`src/rtl/eka_mem_arbiter.sv`:
```
// eka_mem_arbiter
//   Single-port memory sequencer for the Eka single-cycle core. One memory
//   port is shared between instruction fetch and core load/store. A fetched
//   instruction is held in `instruction` while the core's data access
//   completes. The block also counts retired instructions.
//
//   Optional feature macro: EKA_MEM_ARB_BYPASS_EN
//     defined   : a completing data access in EXEC retires in the same cycle
//                 and returns mem_rdata combinationally (DONE is skipped).
//     undefined : a data access always retires from DONE with registered data.
//
// Ports
//   clk           in   clock, rising edge
//   reset         in   asynchronous reset, active low
//   inst_addr     in   core PC byte address
//   data_addr     in   core data byte address (low ADDR_WIDTH bits used)
//   core_wr_data  in   core store data
//   core_mem_wr   in   core store request
//   core_mem_rd   in   core load request
//   instruction   out  held instruction
//   inst_valid    out  instruction is valid for execution
//   mem_rd_data   out  load data to the core
//   data_stall    out  core must not advance PC / write register file
//   mem_req       out  memory request
//   mem_we        out  1 = write, 0 = read
//   mem_addr      out  memory byte address
//   mem_wdata     out  memory write data
//   mem_ready     in   transfer completes when mem_req && mem_ready
//   mem_rdata     in   memory read data, valid in the completing cycle
//   retired_count out  retired instruction count (wraps)
module eka_mem_arbiter #(
    parameter int ADDR_WIDTH = 32
) (
    input  logic                  clk,
    input  logic                  reset,
    input  logic [ADDR_WIDTH-1:0] inst_addr,
    input  logic [31:0]           data_addr,
    input  logic [31:0]           core_wr_data,
    input  logic                  core_mem_wr,
    input  logic                  core_mem_rd,
    output logic [31:0]           instruction,
    output logic                  inst_valid,
    output logic [31:0]           mem_rd_data,
    output logic                  data_stall,
    output logic                  mem_req,
    output logic                  mem_we,
    output logic [ADDR_WIDTH-1:0] mem_addr,
    output logic [31:0]           mem_wdata,
    input  logic                  mem_ready,
    input  logic [31:0]           mem_rdata,
    output logic [31:0]           retired_count
);

    typedef enum logic [1:0] {
        IDLE  = 2'd0,
        FETCH = 2'd1,
        EXEC  = 2'd2,
        DONE  = 2'd3
    } state_t;

    state_t      state;
    logic [31:0] rdata_q;
    logic        data_access;

    // The core decodes rd/wr from the held instruction, so these inputs are
    // stable for the whole EXEC phase and can drive the request directly.
    assign data_access = (state == EXEC) && (core_mem_rd || core_mem_wr);

    // Outputs are decoded from state (plus the core's decode in EXEC). Since
    // the state register resets asynchronously, mem_req drops the moment
    // reset asserts, abandoning any outstanding transfer.
    always_comb begin
        mem_req     = 1'b0;
        mem_we      = 1'b0;
        mem_addr    = inst_addr;
        mem_wdata   = 32'd0;
        inst_valid  = 1'b0;
        data_stall  = 1'b1;
        mem_rd_data = rdata_q;
        case (state)
            FETCH: begin
                mem_req = 1'b1;
            end
            EXEC: begin
                inst_valid = 1'b1;
                if (data_access) begin
                    mem_req   = 1'b1;
                    mem_addr  = data_addr[ADDR_WIDTH-1:0];
                    // A combined load+store is issued as a write; read data
                    // is still captured on completion.
                    mem_we    = core_mem_wr;
                    mem_wdata = core_wr_data;
`ifdef EKA_MEM_ARB_BYPASS_EN
                    if (mem_ready) begin
                        data_stall  = 1'b0;
                        mem_rd_data = mem_rdata;
                    end
`endif
                end else begin
                    data_stall = 1'b0;
                end
            end
            DONE: begin
                inst_valid = 1'b1;
                data_stall = 1'b0;
            end
            default: begin
            end
        endcase
    end

    always_ff @(posedge clk or negedge reset) begin
        if (!reset) begin
            state         <= IDLE;
            instruction   <= 32'd0;
            rdata_q       <= 32'd0;
            retired_count <= 32'd0;
        end else begin
            if (inst_valid && !data_stall) begin
                retired_count <= retired_count + 32'd1;
            end
            case (state)
                IDLE: begin
                    state <= FETCH;
                end
                FETCH: begin
                    if (mem_ready) begin
                        instruction <= mem_rdata;
                        state       <= EXEC;
                    end
                end
                EXEC: begin
                    if (!data_access) begin
                        state <= FETCH;
                    end else if (mem_ready) begin
                        rdata_q <= mem_rdata;
`ifdef EKA_MEM_ARB_BYPASS_EN
                        state   <= FETCH;
`else
                        state   <= DONE;
`endif
                    end
                end
                // Core rd/wr are ignored here so an access is never reissued.
                DONE: begin
                    state <= FETCH;
                end
                default: begin
                    state <= IDLE;
                end
            endcase
        end
    end

endmodule

```
`config.mk`:
```
export PLATFORM = sky130hd
export DESIGN_NAME = eka_mem_arbiter
export DESIGN_NICKNAME = d
export VERILOG_FILES = /design/src/rtl/eka_mem_arbiter.sv
export SDC_FILE = /design/constraint.sdc
export NUM_CORES = 1
export LEC_CHECK = 0
export ABC_AREA = 1
export CAP_MARGIN = 20
export CORE_MARGIN = 2
export CORE_UTILIZATION = 41
export DETAILED_ROUTE_END_ITERATION = 7
export PLACE_DENSITY = 0.95
export RECOVER_POWER = 25
export REMOVE_ABC_BUFFERS = 1
export SLEW_MARGIN = 20
export SYNTH_ARGS = -nofsm -noshare
export SYNTH_HDL_FRONTEND = slang
export SYNTH_SLANG_ARGS = --single-unit
export TNS_END_PERCENT = 50
```
`constraint.sdc`:
```
create_clock -name clk -period 5 [get_ports clk]
set_clock_uncertainty 0.2 [all_clocks]
set_input_delay 1 -clock clk [delete_from_list [all_inputs] [get_ports clk]]
set_output_delay 1 -clock clk [all_outputs]
set_load 0.01 [all_outputs]
```
==> flow_metrics.tcl, run 1 <==
set metrics [dict create \
    cts_made_buffers 9 \
    grt.overflow.total 0 \
    hold_path.class "flop to flop" \
    tightest_slew_ns 2.01 \
    wl_mm 16.9 \
    startpoint_type "input port" \
    syn_area_um2 4980 \
    required_ns 3.80 \
    worst_slack_ns 0.791 \
    vias 5300 \
    violations "max-capacitance violations, max-slew violations" \
    synth_area_per_cell_um2 7.40 \
    drive_above_1_share_pct 3.73 \
    chipWidth_um 114 \
    clockBufferDepth 2 \
    gp_congestion 0.854 \
    outcome "finished, violations left" \
    cp_max_fo 42 \
    start_util_pct 41.7 \
    die_h_um 114 \
    antennaDiodeCount 0 \
    root_buffer "clkbuf_16" \
    fin_crit_ns 4.21 \
    cts_tree "done" \
    io_pins 297 \
    finalCritPeriodShare_pct 84.2 \
    dp_hpwl_mm 13.2 \
    p_leak_nw 4.04 \
    end_kind "output pin" \
    core_um2 12000 \
    fin_setup_tns_ns 0 \
    p_per_area_nw_per_um2 458 \
    cts_hold_buffers 0 \
    nFillCells 897 \
    antenna_found_initial 0 \
    setup_violations 0 \
    clock_latency_ns 0.35 \
    final_antenna_net_count 0 \
    hold_viol 0 \
    post-cts-setup-buffers 0 \
    cp.arrival_ns 3.01 \
    grt_max_degree 83 \
    first_global_vias 5078 \
    max_slew_margin_pct -34.1 \
    fp-row-count 40 \
    fmax_mhz 238 \
    total_power_w 0.00384 \
    netlist_instances 673 \
    ys_warn_count 0 \
    path_clk_slew_ns 0.06 \
    grt_pass1_wl_mm 25.8 \
    dieArea_um2 13100 \
    cts_htree_levels 3 \
    preCtsSetupSlack_ns 0.796 \
    critPathKind "input port to output pin" \
    ctsResizeCount 0 \
    numPortBuffers 296 \
    slew_viol_final 83 \
    ys_ff_latch 98 \
    drc_errors 0 \
    maxCapViolations 1 \
    ys_types 24 \
    area_growth_pct 68.2 \
    drt_iter0_markers 310 \
    cts.sinks 98 \
    rsz0062_at_grt "no" \
    dp.cells 1097 \
    peakVddDrop_uv 392 \
    fin_nets 1098 \
    instances_no_fill 1113 \
    viasPerCell 4.76 \
    routedWlPerCell_um 15.2 \
    yosysSeqAreaShare_pct 49.2 \
    drt_first_pass_iters 4 \
    grtUsageTotal_pct 25.9 \
]
sequential cells by signal (all words and copies together) (netlist names):
register,count
instruction,32
retired_count,32
mem_rd_data,32
state,2
placed cells by master, fill, tap and decap left out, types with 2 or more instances in the layout:
master and count:
nor2_4 2, xor2_1 5, ha_1 4, xnor2_1 10, nand2_2 6, inv_1 99, nor2_1 69, bufinv_16 2
nand3b_1 7, nand4_1 4, clkbuf_1 2, o21ai_0 67, nand3_1 16, dfrtp_1 98, clkdlybuf4s50_1 295, clkbuf_16 9
nor2_8 2, nand2_1 250, nor2_2 2, nand2_4 3, o21ai_1 2, buf_4 2
critical path, cell delays in order:
cell and delay (ns):
clkdlybuf4s50_1 0.41, nand2_2 0.13, nand2_4 0.06, inv_2 0.48, buf_4 0.36, nor2_1 0.07
clkdlybuf4s50_1 0.48
logic make-up after synthesis:
family | count (synthesis) | synth area share, %
buffers and inverters | 122 | 9.52
xor gates and xnor gates | 15 | 2.64
and+or+nand+nor | 364 | 30.6
adders and majority gates | 4 | 1.00
DFF | 98 | 49.2
AOI/OAI and AO/OA | 70 | 7.08
layout make-up:
| class | count | area [um2] | area share, % |
|---|---|---|---|
| timing repair buffer | 299 | 2980 | 35.5 |
| clock inverter | 5 | 85.1 | 1.02 |
| sequential | 98 | 2450 | 29.3 |
| clock buffer | 11 | 243 | 2.90 |
| inverter | 100 | 375 | 4.48 |
| tap | 147 | 184 | 2.19 |
| multi-input combinational | 453 | 2060 | 24.6 |
worst paths after layout:
path | startpoint | end | slack [ns] | cells past startpoint
worst max-delay path | core_mem_rd | mem_wdata[11] | 0.79 | 7
worst min-delay path | mem_rd_data[3] | mem_rd_data[3] | 0.28 | 2
worst max register to register | state[0] | mem_rd_data[9] | 2.57 | 8
worst min register to register | mem_rd_data[3] | mem_rd_data[3] | 0.28 | 2
max in group asynchronous | reset | retired_count[2] | 1.90 | 2
min in group asynchronous | reset | instruction[19] | 1.02 | 1
report_power, final:
part,internal [W],switching [W],total (W)
sequential,0.00107,0.000187,0.00126
clock,0.000457,0.000310,0.000768
combinational,0.000952,0.000860,0.00181
synth_stat cells (all sizes together):
library cell | count | area [um2]
nand2 | 259 | 1000
nand3 | 17 | 97.6
o21ai | 69 | 345
inv | 100 | 375
ha | 4 | 50.1
xnor2 | 10 | 87.6
a21boi | 1 | 7.51
nand4 | 4 | 25.0
dfrtp | 98 | 2450
nand3b | 7 | 52.6
or2 | 1 | 6.26
buf | 13 | 65.1
nor3 | 1 | 5.00
xor2 | 5 | 43.8
clkbuf | 9 | 33.8
nor2 | 75 | 334
routing by layer:
metal | GRT usage, % | wire length (um)
met1 | 29.4 | 6410
met2 | 43.7 | 8290
met3 | 10.2 | 1640
met4 | 10.7 | 557
met5 | 0 | 0
stage by stage:
stage / hold slack [ns] / instance area (um2) / utilization (%)
after floorplan: 0.315 / 4880 / -
after global placement: 0.264 / 8050 / 67.3
after detailed placement: 0.272 / 8050 / 67.3
after CTS: 0.288 / 8380 / 70.1
after global routing: 0.310 / 8380 / 70.1
final: 0.285 / 8380 / 70.1
(Power assumes the default switching activity.)
==> run 2, diff against run 1 <==
Settings changed: CORE_ASPECT_RATIO set to 1.4, CORE_UTILIZATION 41 to 34, PLACE_DENSITY 0.95 to 0.87.
Clock period 5 ns to 3.7 ns, I/O delays scaled along.
==> run 2 against run 1 <==
Compared with the run above: the flow still finishes with violations (max-capacitance violations, max-slew violations); largest cell class unchanged; setup slack got worse by 0.62 ns; die area up 20%; critical endpoint is now mem_addr[17]; final area rose by 0.60%; sequential power is 33% higher; highest routed layer unchanged; sequential share of layout area shrank 0.17 points; via count shrank 1.5%; global-route usage shrank 4.6 points; worst hold slack better by 0.0027 ns; clock power up 18%; count of clock-buffer cells in the layout shrank 2; utilization is 11 points lower.
==> flow_metrics.tcl, run 2 (synthesis results as in run 1) <==
set metrics [dict create \
    hold_start "instruction[30]" \
    p_leak_nw 4.03 \
    outcome "finished, violations left" \
    fin_crit_ns 3.53 \
    path_clk_slew_ns 0.08 \
    routedWlPerCell_um 14.3 \
    clockBufferDepth 2 \
    grt_max_degree 70 \
    crit_chain "clkdlybuf4s50_1 -> nand2_2 -> nand2_4 -> inv_2 -> buf_4 -> nand2_1 -> nand2_1 -> clkdlybuf4s50_1" \
    p_sw_share_pct 36.2 \
    fin_area_um2 8430 \
    maxCapViolations 1 \
    hold_viol 0 \
    layout_commonest_cell "clkdlybuf4s50_1" \
    violations "max-capacitance violations, max-slew violations" \
    first_global_vias 5192 \
    p_int_w 0.00322 \
    startpoint_type "input port" \
    chipWidth_um 106 \
    p_comb_share_pct 48.6 \
    critPathKind "input port to output pin" \
    crit_start "core_mem_rd" \
    preCtsSetupSlack_ns 0.165 \
    final_cell_mix "clkdlybuf4s50_1, nand2_1, inv_1, dfrtp_1, nor2_1" \
    p_seq_share_pct 33.4 \
    dp_hpwl_mm 13.5 \
    grtUsageTotal_pct 21.3 \
    tightest_slew_ns 1.69 \
    p_clk_share_pct 18.1 \
    cp_max_fo 33 \
    viasPerCell 4.49 \
    p_per_area_nw_per_um2 598 \
    max_slew_margin_pct -12.5 \
    grt.overflow.total 0 \
    rsz0062_at_grt "no" \
    end_kind "output pin" \
    drt_iter0_markers 289 \
    cts_made_buffers 9 \
    final_antenna_net_count 0 \
    ctsResizeCount 0 \
    root_buffer "clkbuf_16" \
    grt_pass1_wl_mm 26.2 \
    cts_hold_buffers 0 \
    worst_slack_ns 0.168 \
    fmax_mhz 283 \
    required_ns 2.76 \
    cp.arrival_ns 2.59 \
    start_util_pct 34.7 \
    worstReg2RegStart "state[0]" \
    fp-row-count 52 \
    clock_latency_ns 0.34 \
    post-cts-setup-buffers 0 \
    dieArea_um2 15700 \
    numPortBuffers 296 \
    vias 5218 \
    cts.sinks 98 \
    setup_violations 0 \
    cts_tree "done" \
    die_h_um 147 \
    finalCritPeriodShare_pct 95.5 \
    whs_ns 0.287 \
    gp_congestion 0.904 \
    switchingPower_w 0.00182 \
    peakVddDrop_uv 453 \
    wl_mm 16.7 \
    slew_viol_final 70 \
    critPathTopFamily "buffers and inverters" \
    antenna_found_initial 2 \
    total_power_w 0.00504 \
    fin_nets 1103 \
    cts_htree_levels 3 \
    core_um2 14400 \
    area_growth_pct 69.2 \
    io_pins 297 \
    drc_errors 0 \
    worst-path-buf-inv 4 \
    hold_path.class "flop to flop" \
    drive_above_1_share_pct 4.22 \
    drt_first_pass_iters 4 \
    cp_slowest_stage_delay_ns 0.53 \
    crit_slowest_cell "clkdlybuf4s50_1" \
    fin_setup_tns_ns 0 \
    place_area_um2 8140 \
]
-- run 2: tightest hold or removal path, delay by kind of cell, from the launching register on --
family	cells	cell delay (ns)
DFF	1	0.35
and+or+nand+nor	1	0.05
AOI/OAI and AO/OA	1	0.06
-- run 2: final cells by class --
type | instances | area (um2)
diodes | 1 | 2.50
clock buffers | 9 | 225
clock inverters | 7 | 68.8
fillers | 1238 | 5950
inverters | 100 | 375
multi-input cells | 453 | 2060
flip-flops and latches | 98 | 2450
well taps | 189 | 236
repair buffers | 304 | 3010
-- run 2: through the flow --
stage          cells  util [%]
3_3_place_gp    1144      56.6
3_5_place_dp    1144      56.6
2_1_floorplan    651         -
6_report        1161      58.6
5_1_grt         1160      58.6
4_1_cts         1160      58.7
-- run 2: metal layers --
| layer | share of wire [%] | routed length, um | vias to the layer above | GRT usage, % |
|---|---|---|---|---|
| met5 | 0 | 0 | - | 0 |
| met4 | 3.1 | 522 | 0 | 8.62 |
| met3 | 8.2 | 1360 | 38 | 5.90 |
| met2 | 49 | 8090 | 213 | 36.1 |
| met1 | 40 | 6690 | 2350 | 25.4 |
| li1 | - | - | 2617 | - |
-- run 2: final timing paths --
check	cells past startpoint	slack [ns]	to
setup / recovery	8	0.17	mem_addr[17]
hold / removal	2	0.29	instruction[30]
setup reg to reg	7	1.49	mem_rd_data[18]
hold reg to reg	2	0.29	instruction[30]
max in group asynchronous	2	1.19	mem_rd_data[13]
min in group asynchronous	1	0.63	retired_count[19]
-- run 2: power by group through the flow --
stage / sequential [W] / combinational [W] / clock, W
floorplan: 0.00184 / 0.000794 / 0
global placement: 0.00167 / 0.00242 / 0
detailed placement: 0.00169 / 0.00248 / 0
CTS: 0.00168 / 0.00248 / 0.000935
global route: 0.00173 / 0.00267 / 0.000979
finish: 0.00168 / 0.00245 / 0.000910
